<file path="src/rtl/wb_regfile_writer.sv">
// ============================================================================
// Module   : wb_regfile_writer
// Purpose  : Write-back stage. Selects the write-back value, commits it to the
//            32-entry register file, serves two read ports and counts writes.
// Option   : WB_BYPASS_EN - read ports forward the in-flight write-back value
// Revision : 1.0 - initial release
// ============================================================================
`default_nettype none

module wb_regfile_writer #(
    parameter int DATA_W = 32,
    parameter int ADDR_W = 5,
    parameter int CNT_W  = 16
) (
    input  logic              clk,
    input  logic              rst,
    input  logic [1:0]        flagsWB,
    input  logic [DATA_W-1:0] mem_data,
    input  logic [DATA_W-1:0] direction,
    input  logic [ADDR_W-1:0] rd,
    input  logic [ADDR_W-1:0] rs_addr,
    input  logic [ADDR_W-1:0] rt_addr,
    output logic [DATA_W-1:0] rs_data,
    output logic [DATA_W-1:0] rt_data,
    output logic [DATA_W-1:0] wb_data,
    output logic              wb_we,
    output logic [ADDR_W-1:0] last_rd,
    output logic [DATA_W-1:0] last_data,
    output logic [CNT_W-1:0]  wr_count
);

    localparam int NREGS = 2 ** ADDR_W;

    logic [DATA_W-1:0] w_regs [NREGS];
    logic [ADDR_W-1:0] r_last_rd;
    logic [DATA_W-1:0] r_last_data;
    logic [CNT_W-1:0]  r_wr_count;

    assign wb_data = flagsWB[0] ? mem_data : direction;
    assign wb_we   = flagsWB[1] && (rd != '0);

    // r0 is hardwired to zero; it has no storage at all.
    assign w_regs[0] = '0;

    generate
        for (genvar i = 1; i < NREGS; i++) begin : g_reg
            logic [DATA_W-1:0] r_q;

            always_ff @(posedge clk or posedge rst) begin
                if (rst) begin
                    r_q <= '0;
                end else if (wb_we && (rd == ADDR_W'(i))) begin
                    r_q <= wb_data;
                end
            end

            assign w_regs[i] = r_q;
        end
    endgenerate

    always_ff @(posedge clk or posedge rst) begin
        if (rst) begin
            r_last_rd   <= '0;
            r_last_data <= '0;
            r_wr_count  <= '0;
        end else if (wb_we) begin
            r_last_rd   <= rd;
            r_last_data <= wb_data;
            if (r_wr_count != '1) begin
                r_wr_count <= r_wr_count + CNT_W'(1);
            end
        end
    end

    assign last_rd   = r_last_rd;
    assign last_data = r_last_data;
    assign wr_count  = r_wr_count;

    always_comb begin
        rs_data = w_regs[rs_addr];
        rt_data = w_regs[rt_addr];
`ifdef WB_BYPASS_EN
        // Forwarding is suppressed in reset so the ports read zero throughout.
        if (!rst && wb_we && (rs_addr == rd)) begin
            rs_data = wb_data;
        end
        if (!rst && wb_we && (rt_addr == rd)) begin
            rt_data = wb_data;
        end
`endif
    end

endmodule

`default_nettype wire

</file>
<file path="config.mk">
export PLATFORM = sky130hd
export DESIGN_NAME = wb_regfile_writer
export DESIGN_NICKNAME = d
export VERILOG_FILES = /design/src/rtl/wb_regfile_writer.sv
export SDC_FILE = /design/constraint.sdc
export NUM_CORES = 2
export LEC_CHECK = 0
export ABC_CLOCK_PERIOD_IN_PS = 58800
export CELL_PAD_IN_SITES_DETAIL_PLACEMENT = 1
export CELL_PAD_IN_SITES_GLOBAL_PLACEMENT = 2
export CORE_ASPECT_RATIO = 0.5
export CORE_UTILIZATION = 44
export CTS_CLUSTER_DIAMETER = 40
export CTS_CLUSTER_SIZE = 30
export DETAILED_ROUTE_END_ITERATION = 7
export PLACE_DENSITY = 0.91
export SYNTH_ARGS = -nofsm -noshare
export SYNTH_HDL_FRONTEND = slang
export SYNTH_SLANG_ARGS = --single-unit
</file>
<file path="constraint.sdc">
create_clock -name clk -period 58.8 [get_ports clk]
set_clock_uncertainty 0.05 [all_clocks]
set_input_delay 11.76 -clock clk [delete_from_list [all_inputs] [get_ports clk]]
set_output_delay 11.76 -clock clk [all_outputs]
set_load 0.01 [all_outputs]
</file>
* After elaboration in Yosys (flattened, before gate mapping)
Index checks and enable logic that the tools add are counted.
** Cells by class
- Bitwise gates (word level) :: 2
- Eq/ne operators :: 32
- Add/sub/neg operators :: 1
- Reductions and logical operators :: 34
- $lt $le $gt $ge :: 2
- Muxes and demuxes :: 7
** Operators by type and width (number)
- $bmux W32 S5 :: 2
- $mux W32 :: 5
- $eq A5 B5 Y1 const B :: 16
- $eq A5 B4 Y1 const B :: 8
- $logic_and A1 B1 Y1 :: 32
- $eq A5 B3 Y1 const B :: 4
- $add A16 B1 Y16 const B :: 1
- $ne A16 B16 Y1 const B :: 1
- $ge A6 B6 Y1 const B :: 2
- $not A5 Y6 :: 2
- $eq A5 B2 Y1 const B :: 2
- $eq A5 B1 Y1 const B :: 1
- $reduce_bool A5 Y1 :: 1
- $reduce_and A2 Y1 :: 1
** Word-level totals
- Input bits :: 83
- Flip-flop bits (word level) :: 1045
- Output and inout port bits :: 150
- Word-level logic and storage cells :: 112

* Longest topological paths before layout
- Depth after elaboration :: 4
- Gate-level depth with buffers :: 9
- Depth with buffers taken out :: 5

* Least setup slack after synthesis
Ideal clock, no wire load.
- Path type :: input to output
- From :: in rt_addr[2]
- To :: out rt_data[10]
- Data required time :: 46.990 ns
- Arrival time :: 13.219 ns
- Path buffers :: 3
- Setup slack :: 33.771 ns
- Cell stages on the path :: 7
- Cells stage by stage :: buf_2 > buf_2 > clkbuf_1 > mux4_2 > a22o_1 > o21ai_1 > o31ai_1
** Between the ends
- Cells in the longest elaborated chain, start to end :: 4
** RTL lines
- start, declared :: RTL line 22 : input logic [ADDR_W-1:0] rt_addr,
- $not A5 Y6 (implied by the code) :: RTL line 81 : rt_data = w_regs[rt_addr];
- $bmux W32 S5 :: RTL line 81
- $mux W32 (implied by the code) (2 in series) :: RTL line 81
- end, declared :: RTL line 24 : output logic [DATA_W-1:0] rt_data,
No other way between the ends. The select of a mux whose other input is x is not followed.

* Worst setup path after layout
- From :: in rs_addr[0]
- To :: out rs_data[22]
** Between the ends
- Cells in the longest elaborated chain, start to end :: 4
** RTL lines
- start, declared :: RTL line 21 : input logic [ADDR_W-1:0] rs_addr,
- $not A5 Y6 (implied by the code) :: RTL line 80 : rs_data = w_regs[rs_addr];
- $bmux W32 S5 :: RTL line 80
- $mux W32 (implied by the code) (2 in series) :: RTL line 80
- end, declared :: RTL line 23 : output logic [DATA_W-1:0] rs_data,
No other way between the ends. The select of a mux whose other input is x is not followed.

==> results.yml <==
status:
  status: "complete, no violations"
clocking:
  post_cts_resized: 0
  cts_hold_buffers: 0
  clk_pin_slew_worst_paths_ps: 70
  insertion_delay_ps: 740
  postCtsSetupBuffers: 0
  clk_path_buf_depth: 3
  root_buffer: "clkbuf_16"
  numCtsBuffers: 117
  cts_num_sinks: 1045
  ctsHtreeMaxLevel: 3
  cts_tree: "yes"
die:
  start_util: 0.4448
  core_um2: 120800
  die-area_um2: 123600
  fp.dieW_um: 496.3
  top_level_ports: 233
  die_h_um: 249.1
  core.rowCount: 90
timing:
  max_slew.worst_pin.slew_ps: 1208
  setup_violations: 0
  layout_setup_ws_ps: 30860
  hold_viol: 0
  grt_setup_unrepaired: "false"
  fin_tns_setup_ps: 0
  fin_crit_sh: 0.4751
  fmax_ghz: 0.03579
  slew_headroom: 0.1774
  period_needed_ps: 27940
  slew_violations: 0
layout:
  area_growth_pct: 14.16
  drive_above_1_share: 0.1695
  fin_nets: 5021
  fin_util: 0.5078
pwr:
  swShare: 0.3140
  switchingPower_uw: 736.3
  power_frac_clock: 0.345
  leakage_uw: 0.02583
  pwr-share-comb: 0.223
  max-vdd-ir-drop_mv: 0.02396
  powerDensity_nw_per_um2: 38.21
  power_frac_seq: 0.432
  p_int_uw: 1608
  p_total_uw: 2345
global_routing:
  antenna_found_initial: 3
  overflow: 0
  grt_util_met1: 0.4358
  grt_pass1_vias: 47178
  grt_max_degree: 181
  track_usage: 0.3258
  grt_pass1_wl_mm: 303.0
  use_met3: 0.06342
  grt.busiest_layer: "met2"
  use_met2: 0.5116
yosys:
  synth_most_common_cell: "dfrtp_1"
  synth_cell_types: 47
  netlist_area_um2: 53750
  yosysSeqAreaShare: 0.4865
  synth_common_cells: "dfrtp_1 (1045), nand2_1 (569), nor2_1 (556), a21oi_1 (545), o21ai_0 (423)"
  ys.flop_type: "dfrtp_1"
  syn_inst: 4999
  ys_async_sr_fraction: 1.000
  synth_top_cell_by_area: "dfrtp_1"
  ys_ff_latch: 1045
  synth_nets: 5083
  synth-edff-count: 0
  synth_area_leaders: "dfrtp_1 (49%), mux4_2 (16%), a21oi_1 (5.1%), nand2_1 (4.0%), o21ai_0 (3.9%)"
  netlist.area_leader.share: 0.4865
  yosysWarningCount: 0
  synth_area_per_cell_um2: 10.75
worst_setup_path:
  worst_setup_path_end_kind: "output pin"
  path_cells: "buf_8 > buf_12 > buf_4 > mux4_2 > a22o_1 > o21ai_1 > o31ai_1 > clkdlybuf4s50_1"
  arrival_ps: 16130
  crit_type: "in -> out"
  cp_slowest_cell: "buf_4"
  max_stage_delay_ps: 860
  required_ps: 46990
  start_kind: "input port"
  crit_path_max_fanout: 117
route:
  first_pass_iters: 7
  drt-total-wl_mm: 198.4
  avgViaCountPerCell: 6.568
  drtIter0Drc: 4497
  drc: 0
  drtAntennaViolNets: 0
  post_drt_wl_per_cell_um: 29.83
  vias: 43685
placed_design:
  hpwl_mm: 114.8
  port_buffers: 232
  routabilityCongestion: 0.8555
  dp_slack_ps: 30780
run:
  cap_violations: 0
min_path:
  hold_path_class: "reg -> reg"
==> critical path: cells and delay by family <==
family / cells / cell delay [ps]
compound gates: 3 / 740
buf+inv: 4 / 2890
mux: 1 / 600
==> placed cells by master, fill, tap and decap left out, types with 7 or more instances in the layout <==
master / n
o21ai_1: 121
inv_1: 36
mux2_2: 65
o31ai_1: 66
buf_4: 112
mux2i_2: 11
clkbuf_8: 10
mux2i_4: 21
clkinv_4: 12
o22ai_1: 64
bufinv_16: 17
mux2i_1: 160
inv_6: 13
o21ai_0: 423
clkbuf_1: 9
and2_1: 33
nand2_1: 567
a211oi_1: 70
mux4_2: 384
dfrtp_1: 1045
a22o_1: 192
nor2_4: 10
nor2_1: 548
a21oi_1: 545
clkbuf_16: 120
clkdlybuf4s50_1: 221
and3_1: 32
nor2b_4: 7
xor2_1: 12
nand4_1: 9
clkinvlp_4: 14
clkinv_2: 12
==> kinds of logic after synthesis <==
kind of cell	share of synthesized area
mux	0.2103
fa+ha+maj	0.0002328
simple gates	0.09466
compound gates	0.1597
flops	0.4865
buf+inv	0.04630
xor+xnor	0.002281
==> power by group through the flow <==
| stage | registers (uW) | clock network (uW) | logic (uW) |
|---|---|---|---|
| 2_1_floorplan | 975 | 0 | 370 |
| 6_report | 1010 | 809 | 522 |
| 3_5_place_dp | 1020 | 0 | 517 |
| 4_1_cts | 1010 | 817 | 522 |
| 5_1_grt | 1030 | 845 | 568 |
| 3_3_place_gp | 1000 | 0 | 490 |
==> area by class of cell <==
cell class / instances / area (um^2)
clock inverters: 80 / 1069
multi-input cells: 3394 / 25630
fillers: 12632 / 59470
well taps: 1610 / 2014
flip-flops and latches: 1045 / 26150
diodes: 4 / 10.01
repair buffers: 340 / 3158
inverters: 39 / 153.9
clock buffers: 139 / 3174
==> registers in the layout, indices dropped and copies added, names as in the netlist <==
| signal | count |
|---|---|
| last_data | 32 |
| g.r_q | 992 |
| wr_count | 16 |
| last_rd | 5 |
==> worst paths after layout <==
check / from / endpoint / slack, ps / cells past startpoint
worst max-delay path: rs_addr[0] / rs_data[22] / 30860 / 8
min in group asynchronous: rst / g_reg[10].r_q[5] / 11510 / 2
worst max register to register: wr_count[11] / wr_count[1] / 56750 / 4
max in group asynchronous: rst / g_reg[22].r_q[17] / 43770 / 5
worst min-delay path: last_data[16] / last_data[16] / 430 / 2
worst min register to register: last_data[16] / last_data[16] / 430 / 2
==> per-layer routing <==
| metal | routed length [um] | up-vias |
|---|---|---|
| li1 | - | 17975 |
| met1 | 78580 | 22978 |
| met2 | 92430 | 2181 |
| met3 | 17340 | 549 |
| met4 | 10060 | 2 |
| met5 | 16 | - |
==> stage by stage <==
stage          cell area, um^2  std cells  hold WS, ps
6_report                 61360       6651        434.0
5_1_grt                  61350       6648        456.1
4_1_cts                  61350       6647        438.9
3_5_place_dp             57100       6428        423.6
3_3_place_gp             57100       6428        411.8
2_1_floorplan            53750       4999        410.4
No activity file was read; power rests on OpenSTA's default activity.
